### src/rtl/fft_reorder_pkg.sv
// Shared definitions for the radix-5 reorder blocks.
//   R5 / N25       : radix and frame length of the 25-point path
//   stages_t       : encoding of the Stages configuration input
//   rd_state_t     : read-side FSM state encoding
//   digit_rev_addr : maps read digits (p,q) to the buffer index 5q+p
package fft_reorder_pkg;

   localparam int R5  = 5;
   localparam int N25 = 25;

   typedef enum logic [1:0] {
      STG_OFF = 2'd0,
      STG_5   = 2'd1,
      STG_25  = 2'd2
   } stages_t;

   typedef enum logic {
      IDLE = 1'b0,
      READ = 1'b1
   } rd_state_t;

   // Output position 5p+q fetches the sample written at natural index 5q+p.
   function automatic logic [4:0] digit_rev_addr(input logic [2:0] p, input logic [2:0] q);
      return 5'(R5 * int'(q) + int'(p));
   endfunction

endpackage

### src/rtl/scramble25_if.sv
// Streaming sample bus of the scramble25 block.
//   di_re/di_im/di_en : natural-order input samples and valid
//   Stages            : static order configuration (0/3 off, 1 pass, 2 scramble)
//   do_re/do_im/do_en : reordered output samples and valid
// master = sample source/sink side, slave = the reorder block.
interface scramble25_if #(parameter int WIDTH = 18);
   logic [WIDTH-1:0] di_re;
   logic [WIDTH-1:0] di_im;
   logic             di_en;
   logic [1:0]       Stages;
   logic [WIDTH-1:0] do_re;
   logic [WIDTH-1:0] do_im;
   logic             do_en;

   modport master (
      output di_re, di_im, di_en, Stages,
      input  do_re, do_im, do_en
   );

   modport slave (
      input  di_re, di_im, di_en, Stages,
      output do_re, do_im, do_en
   );
endinterface

### src/rtl/pp_ram25.sv
// Ping-pong sample buffer: two banks of 25 complex words.
//   clk          : clock
//   we/waddr/wdata : write port, address {bank, 5-bit index}
//   re/raddr/rdata : read port, same address form, one-cycle registered read
// Bank 1 index i is stored at word 25+i so the array holds exactly 50 words.
module pp_ram25
   import fft_reorder_pkg::*;
#(
   parameter int WIDTH = 18
) (
   input  logic               clk,
   input  logic               we,
   input  logic [5:0]         waddr,
   input  logic [2*WIDTH-1:0] wdata,
   input  logic               re,
   input  logic [5:0]         raddr,
   output logic [2*WIDTH-1:0] rdata
);

   logic [2*WIDTH-1:0] mem [0:2*N25-1];

   function automatic logic [5:0] word_index(input logic [5:0] a);
      return a[5] ? (6'(N25) + {1'b0, a[4:0]}) : {1'b0, a[4:0]};
   endfunction

   always_ff @(posedge clk) begin
      if (we) begin
         mem[word_index(waddr)] <= wdata;
      end
      if (re) begin
         rdata <= mem[word_index(raddr)];
      end
   end

endmodule

### src/rtl/scramble25.sv
// Base-5 digit-reversal reorder for 25-point radix-5 frames.
//   clk, rst : clock, asynchronous active-high reset
//   bus      : scramble25_if slave (di_* in, Stages config, do_* out)
// Stages 1 passes samples through with one cycle of delay; Stages 2 buffers
// each 25-sample frame in one bank and reads it back in 5q+p order while the
// other bank fills; Stages 0/3 holds everything at zero.
module scramble25
   import fft_reorder_pkg::*;
#(
   parameter int WIDTH = 18
) (
   input  logic         clk,
   input  logic         rst,
   scramble25_if.slave  bus
);

   localparam logic [4:0] LAST_IDX   = 5'(N25 - 1);
   localparam logic [2:0] LAST_DIGIT = 3'(R5 - 1);

   logic            stg25;
   logic            start;

   logic [4:0]      wcnt_reg, wcnt_next;
   logic            wbank_reg, wbank_next;
   rd_state_t       state_reg, state_next;
   // Read position rcnt = 5p+q is kept as its two base-5 digits.
   logic [2:0]      p_reg, p_next;
   logic [2:0]      q_reg, q_next;
   logic            rbank_reg, rbank_next;

   logic                ram_we;
   logic [5:0]          ram_waddr;
   logic                ram_re;
   logic [5:0]          ram_raddr;
   logic [2*WIDTH-1:0]  ram_rdata;

   logic [WIDTH-1:0] do_re_reg;
   logic [WIDTH-1:0] do_im_reg;
   logic             do_en_reg;

   assign stg25 = (bus.Stages == STG_25);
   // Final sample of a frame is being written this cycle.
   assign start = stg25 && bus.di_en && (wcnt_reg == LAST_IDX);

   // Write side: natural order into the current write bank.
   always_comb begin
      wcnt_next  = wcnt_reg;
      wbank_next = wbank_reg;
      if (!stg25) begin
         wcnt_next  = '0;
         wbank_next = 1'b0;
      end else if (bus.di_en) begin
         if (wcnt_reg == LAST_IDX) begin
            wcnt_next  = '0;
            wbank_next = ~wbank_reg;
         end else begin
            wcnt_next = wcnt_reg + 5'd1;
         end
      end
   end

   // Read side: a start pulse always re-arms at position 0 of the bank just
   // filled, which also covers the back-to-back case at the end of a read.
   always_comb begin
      state_next = state_reg;
      p_next     = p_reg;
      q_next     = q_reg;
      rbank_next = rbank_reg;
      if (!stg25) begin
         state_next = IDLE;
         p_next     = '0;
         q_next     = '0;
         rbank_next = 1'b0;
      end else begin
         case (state_reg)
            IDLE: begin
               if (start) begin
                  state_next = READ;
                  p_next     = '0;
                  q_next     = '0;
                  rbank_next = wbank_reg;
               end
            end
            READ: begin
               if (p_reg == LAST_DIGIT && q_reg == LAST_DIGIT) begin
                  p_next = '0;
                  q_next = '0;
                  if (start) begin
                     rbank_next = wbank_reg;
                  end else begin
                     state_next = IDLE;
                  end
               end else if (q_reg == LAST_DIGIT) begin
                  q_next = '0;
                  p_next = p_reg + 3'd1;
               end else begin
                  q_next = q_reg + 3'd1;
               end
            end
            default: state_next = IDLE;
         endcase
      end
   end

   always_ff @(posedge clk or posedge rst) begin
      if (rst) begin
         wcnt_reg  <= '0;
         wbank_reg <= 1'b0;
         state_reg <= IDLE;
         p_reg     <= '0;
         q_reg     <= '0;
         rbank_reg <= 1'b0;
      end else begin
         wcnt_reg  <= wcnt_next;
         wbank_reg <= wbank_next;
         state_reg <= state_next;
         p_reg     <= p_next;
         q_reg     <= q_next;
         rbank_reg <= rbank_next;
      end
   end

   // The read address is issued from the next-state digits so the RAM word
   // for position (p,q) is already in ram_rdata while the FSM sits on it;
   // the output register then adds the second cycle of latency.
   assign ram_we    = stg25 && bus.di_en;
   assign ram_waddr = {wbank_reg, wcnt_reg};
   assign ram_re    = (state_next == READ);
   assign ram_raddr = {rbank_next, digit_rev_addr(p_next, q_next)};

   pp_ram25 #(
      .WIDTH (WIDTH)
   ) u_ram (
      .clk   (clk),
      .we    (ram_we),
      .waddr (ram_waddr),
      .wdata ({bus.di_re, bus.di_im}),
      .re    (ram_re),
      .raddr (ram_raddr),
      .rdata (ram_rdata)
   );

   always_ff @(posedge clk or posedge rst) begin
      if (rst) begin
         do_re_reg <= '0;
         do_im_reg <= '0;
         do_en_reg <= 1'b0;
      end else begin
         case (bus.Stages)
            STG_5: begin
               do_re_reg <= bus.di_re;
               do_im_reg <= bus.di_im;
               do_en_reg <= bus.di_en;
            end
            STG_25: begin
               do_en_reg <= (state_reg == READ);
               if (state_reg == READ) begin
                  do_re_reg <= ram_rdata[2*WIDTH-1:WIDTH];
                  do_im_reg <= ram_rdata[WIDTH-1:0];
               end else begin
                  do_re_reg <= '0;
                  do_im_reg <= '0;
               end
            end
            default: begin
               do_re_reg <= '0;
               do_im_reg <= '0;
               do_en_reg <= 1'b0;
            end
         endcase
      end
   end

   assign bus.do_re = do_re_reg;
   assign bus.do_im = do_im_reg;
   assign bus.do_en = do_en_reg;

endmodule

### src/flat_wrapper.sv
// flat-port wrapper written by rule: the top's interface ports become plain ports
module scramble25_flat import fft_reorder_pkg::*;
#(
   parameter int WIDTH = 18
)
  (clk, rst, bus_di_re, bus_di_im, bus_di_en, bus_Stages, bus_do_re, bus_do_im, bus_do_en);
  scramble25_if #(.WIDTH(WIDTH)) bus_i ();
  input  logic clk;
  input  logic rst;
  input wire logic [$bits(bus_i.di_re)-1:0] bus_di_re;
  input wire logic [$bits(bus_i.di_im)-1:0] bus_di_im;
  input wire logic [$bits(bus_i.di_en)-1:0] bus_di_en;
  input wire logic [$bits(bus_i.Stages)-1:0] bus_Stages;
  output wire logic [$bits(bus_i.do_re)-1:0] bus_do_re;
  output wire logic [$bits(bus_i.do_im)-1:0] bus_do_im;
  output wire logic [$bits(bus_i.do_en)-1:0] bus_do_en;
  assign bus_i.di_re = bus_di_re;
  assign bus_i.di_im = bus_di_im;
  assign bus_i.di_en = bus_di_en;
  assign bus_i.Stages = bus_Stages;
  assign bus_do_re = bus_i.do_re;
  assign bus_do_im = bus_i.do_im;
  assign bus_do_en = bus_i.do_en;
  scramble25 #(.WIDTH(WIDTH)) u_core (.clk(clk), .rst(rst), .bus(bus_i));
endmodule
### config.mk
export PLATFORM = sky130hd
export DESIGN_NAME = scramble25_flat
export DESIGN_NICKNAME = d
export VERILOG_FILES = /design/src/rtl/fft_reorder_pkg.sv /design/src/rtl/scramble25_if.sv /design/src/rtl/pp_ram25.sv /design/src/rtl/scramble25.sv /design/src/flat_wrapper.sv
export SDC_FILE = /design/constraint.sdc
export NUM_CORES = 2
export LEC_CHECK = 0
export ABC_AREA = 1
export CELL_PAD_IN_SITES_DETAIL_PLACEMENT = 1
export CELL_PAD_IN_SITES_GLOBAL_PLACEMENT = 1
export CORE_ASPECT_RATIO = 1.4
export CORE_UTILIZATION = 40
export DETAILED_ROUTE_END_ITERATION = 16
export HOLD_SLACK_MARGIN = 0.02
export MAX_ROUTING_LAYER = met4
export PLACE_DENSITY_LB_ADDON = 0.1
export SYNTH_ARGS = -nofsm -noshare
export SYNTH_HDL_FRONTEND = slang
export SYNTH_SLANG_ARGS = --single-unit
### constraint.sdc
create_clock -name clk -period 6.6 [get_ports clk]
set_clock_uncertainty 0.1 [all_clocks]
set_input_delay 1.32 -clock clk [delete_from_list [all_inputs] [get_ports clk]]
set_output_delay 1.32 -clock clk [all_outputs]
set_load 0.01 [all_outputs]
==> out/summary.md <==
- **transition time at the pin with the least slew margin** 1.26 ns
- **predominant post-synthesis flop cell** edfxtp_1
- **worst slew margin relative to its limit** 16.2%
- **Routability Congestion** 0.837
- **number of nets in the layout** 7765
- **Period Utilization, post-route** 82.6%
- **final core area utilization** 46.0%
- **proportion of synthesized flip-flops having asynchronous set or reset** 2.70%
- **global-route wire length before repair** 414000 um
- **number of port buffers** 77
- **sequential share of the synthesized area** 69.6%
- **Post-Route WL** 289000 um
- **power density cells** 259 nW/um^2
- **floorplan row count** 195
- **DR vias** 56400
- **Mapped Area** 81000 um^2
- **TritonCTS Buffers** 198
- **slowest stage cell on the critical path** fa_1
- **post-synth top area cell** edfxtp_1
- **DR iter-0 viols** 4640
- **initial antenna violation count** 21
- **clock root buffer** clkbuf_16
- **filler instances** 21700
- **Hold-fix buffers, CTS** 0
- **crit path cell chain** clkdlybuf4s50_1 > inv_1 > ha_2 > inv_1 > or2_2 > o21ai_0 > a21oi_1 > a21oi_1 > ha_1 > ha_1 > inv_1 > fa_1 > nor3_1 > nor2_4 > xor2_4 > inv_6 > buf_12 > buf_4 > nand3_1 > nand3_1 > nand3_1 > nand2_1
- **placed wire-length estimate after detailed placement** 165000 um
- **setup repair after global routing missed its margin** false
- **CTS clock-pin slew for the worst setup and hold paths** 0.06 ns
- **Max Cap Viol** 0
- **largest incremental delay on the critical path** 0.52 ns
- **largest net degree at the start of global routing** 92
- **vertical extent of the die** 534 um
- **path class of the lowest-slack min-delay path** flip-flop to flip-flop
- **Worst Slack Setup Final** 1.15 ns
- **net count of the mapped netlist** 7622
- **number of top-level pins** 78
- **maximum VDD drop** 184 uV
- **mean cell area of the mapped netlist** 10.7 um^2
- **Area growth, synth to finish** 14.2%
- **critical path capture point type** flip-flop
- **status** finished clean
- **cell count after synthesis** 7563
- **type of origin of the critical path** primary input
- **sum of negative setup slack** 0 ns
- **number of H-tree levels** 4
- **type of the setup path with the least slack** primary input to flip-flop
- **CTS Sinks** 1887
- **required time worst endpoint** 7.08 ns
- **clock tree from TritonCTS** yes
- **gr usage total** 28.9%
- **routed wire length per instance** 27.5 um
- **count leader, synth** nand2_1
- **layout cell share with drive strength beyond 1** 7.75%
- **maximum clock insertion buffer count** 4
- **biggest registers after layout** u_core.u_ram.mem x1800, u_core.u_ram.rdata x36
- **Max Freq** 0.183 GHz
- **EDFF count, synth** 1836
- **vias in the first global route** 57400
- **worst slack at placement** 0.285 ns
- **post-route non-filler standard cell count** 10500
- **main area contributors after synthesis** edfxtp_1 68%, nand2_1 9.9%, nand3_1 8.7%
- **post-CTS setup-driven buffer insertion count** 0
- **Synth top area share** 68.1%
- **number of resized instances in the post-cts repair step** 0
- **DR vias/cell** 5.37
- **placed instance count** 10200
- **synthesis-stage register bit count** 1887
- **Max Fanout on Critical Path** 19
- **Slew Viols, Final** 0
- **Unique masters post-synth** 39
- **commonest cells in the netlist** 2127 x nand2_1, 1836 x edfxtp_1, 1413 x nand3_1
- **leak pwr** 37.7 nW
- **initial cell density of the core** 40.2%
- **register name with the most flops** u_core.u_ram.mem
- **Power Total** 24.0 mW
- **post-layout min period** 5.45 ns
- **kind of cell with the highest combined delay on the critical path** buffers and inverters
- **Hold Vio Cnt, Final** 0
- **number of warnings printed during yosys synthesis** 0
- **data arrival time of the critical path** 5.93 ns
- **final non-filler cell area** 92500 um^2
- **flip-flop count of the largest register after layout** 1800
- **remaining antenna violation count after routing** 0
- **1st-pass router iterations** 5
- **die outline area** 204000 um^2
- **Die Span X** 382 um
- **number of remaining DRC errors** 0
- **Floorplan Core Area** 201000 um^2
- **final setup fails** 0
- **clock latency on the worst-skew pair** 0.86 ns
- **final hold slack** 0.501 ns
- **CP bufs+invs** 7
- **Cell Area, Placed** 86700 um^2
- **Congestion Overflow GR** 0
## metal layers
layer,up-vias,part of all wire [%],global-route usage [%]
met3,437,5.3,3.35
met1,29300,42,37.0
met2,1520,50,48.6
met4,0,2.8,7.99
li1,25100,-,-
met5,-,0,-
## power breakdown
part	leakage [nW]	total [mW]	internal [mW]	switching (mW)
combinational	17.6	0.333	0.0566	0.276
clock	2.85	10.5	5.80	4.72
sequential	17.2	13.2	13.2	0.00570
total	37.7	24.0	19.0	5.00
## area by class of cell
class	count	area, um^2	share of cell area [%]
flip-flops and latches	1887	56400	61.0
multi-input cells	3900	17900	19.3
clock buffers	262	5340	5.77
inverters	1379	5190	5.61
repair buffers	340	3900	4.22
well taps	2659	3330	3.60
clock inverters	85	480	0.519
diodes	5	12.5	0.0135
## placed cells by master, fill, tap and decap left out, drive strengths merged, types with 2 or more instances in the layout
cell           count
a21oi             44
edfxtp          1836
o21ai             51
clkbuf           262
xor2               5
nor3               4
nand2           2132
xnor2              4
bufinv             4
dfrtp             51
inv             1371
o31ai              3
nand3           1415
clkdlybuf4s50     53
ha                17
o22ai              2
buf              287
o211ai           144
nor2              72
clkinv            88
nand4              2
or2                2
diode              5
## worst paths after layout
kind | cells after the start | slack, ns | endpoint | from
min reg2reg | 2 | 0.50 | u_core.bus.do_re[4] | u_core.u_ram.rdata[22]
min | 2 | 0.50 | u_core.bus.do_re[4] | u_core.u_ram.rdata[22]
max reg2reg | 23 | 1.66 | u_core.u_ram.rdata[21] | u_core.wcnt_reg[0]
max in group asynchronous | 3 | 4.80 | u_core.bus.do_re[16] | rst
min in group asynchronous | 3 | 0.88 | u_core.bus.do_re[10] | rst
max | 22 | 1.15 | u_core.u_ram.rdata[21] | bus_Stages[0]
## kinds of logic (layout without fill, tap and decap cells)
family | after synthesis | after routing | synth area share (%)
flops | 1887 | 1887 | 69.6
xor+xnor | 9 | 9 | 0.130
other cells | 0 | 5 | 0
simple gates | 3628 | 3628 | 19.1
fa+ha+maj | 18 | 18 | 0.287
buf+inv | 1776 | 2066 | 8.86
compound gates | 245 | 245 | 1.98
## worst min-delay path, stage by stage, from the launching register on
cell and delay, ns:
edfxtp_1 0.37, nand2_1 0.08, a21oi_1 0.09
Note: power is estimated with default switching activity, not from simulation.
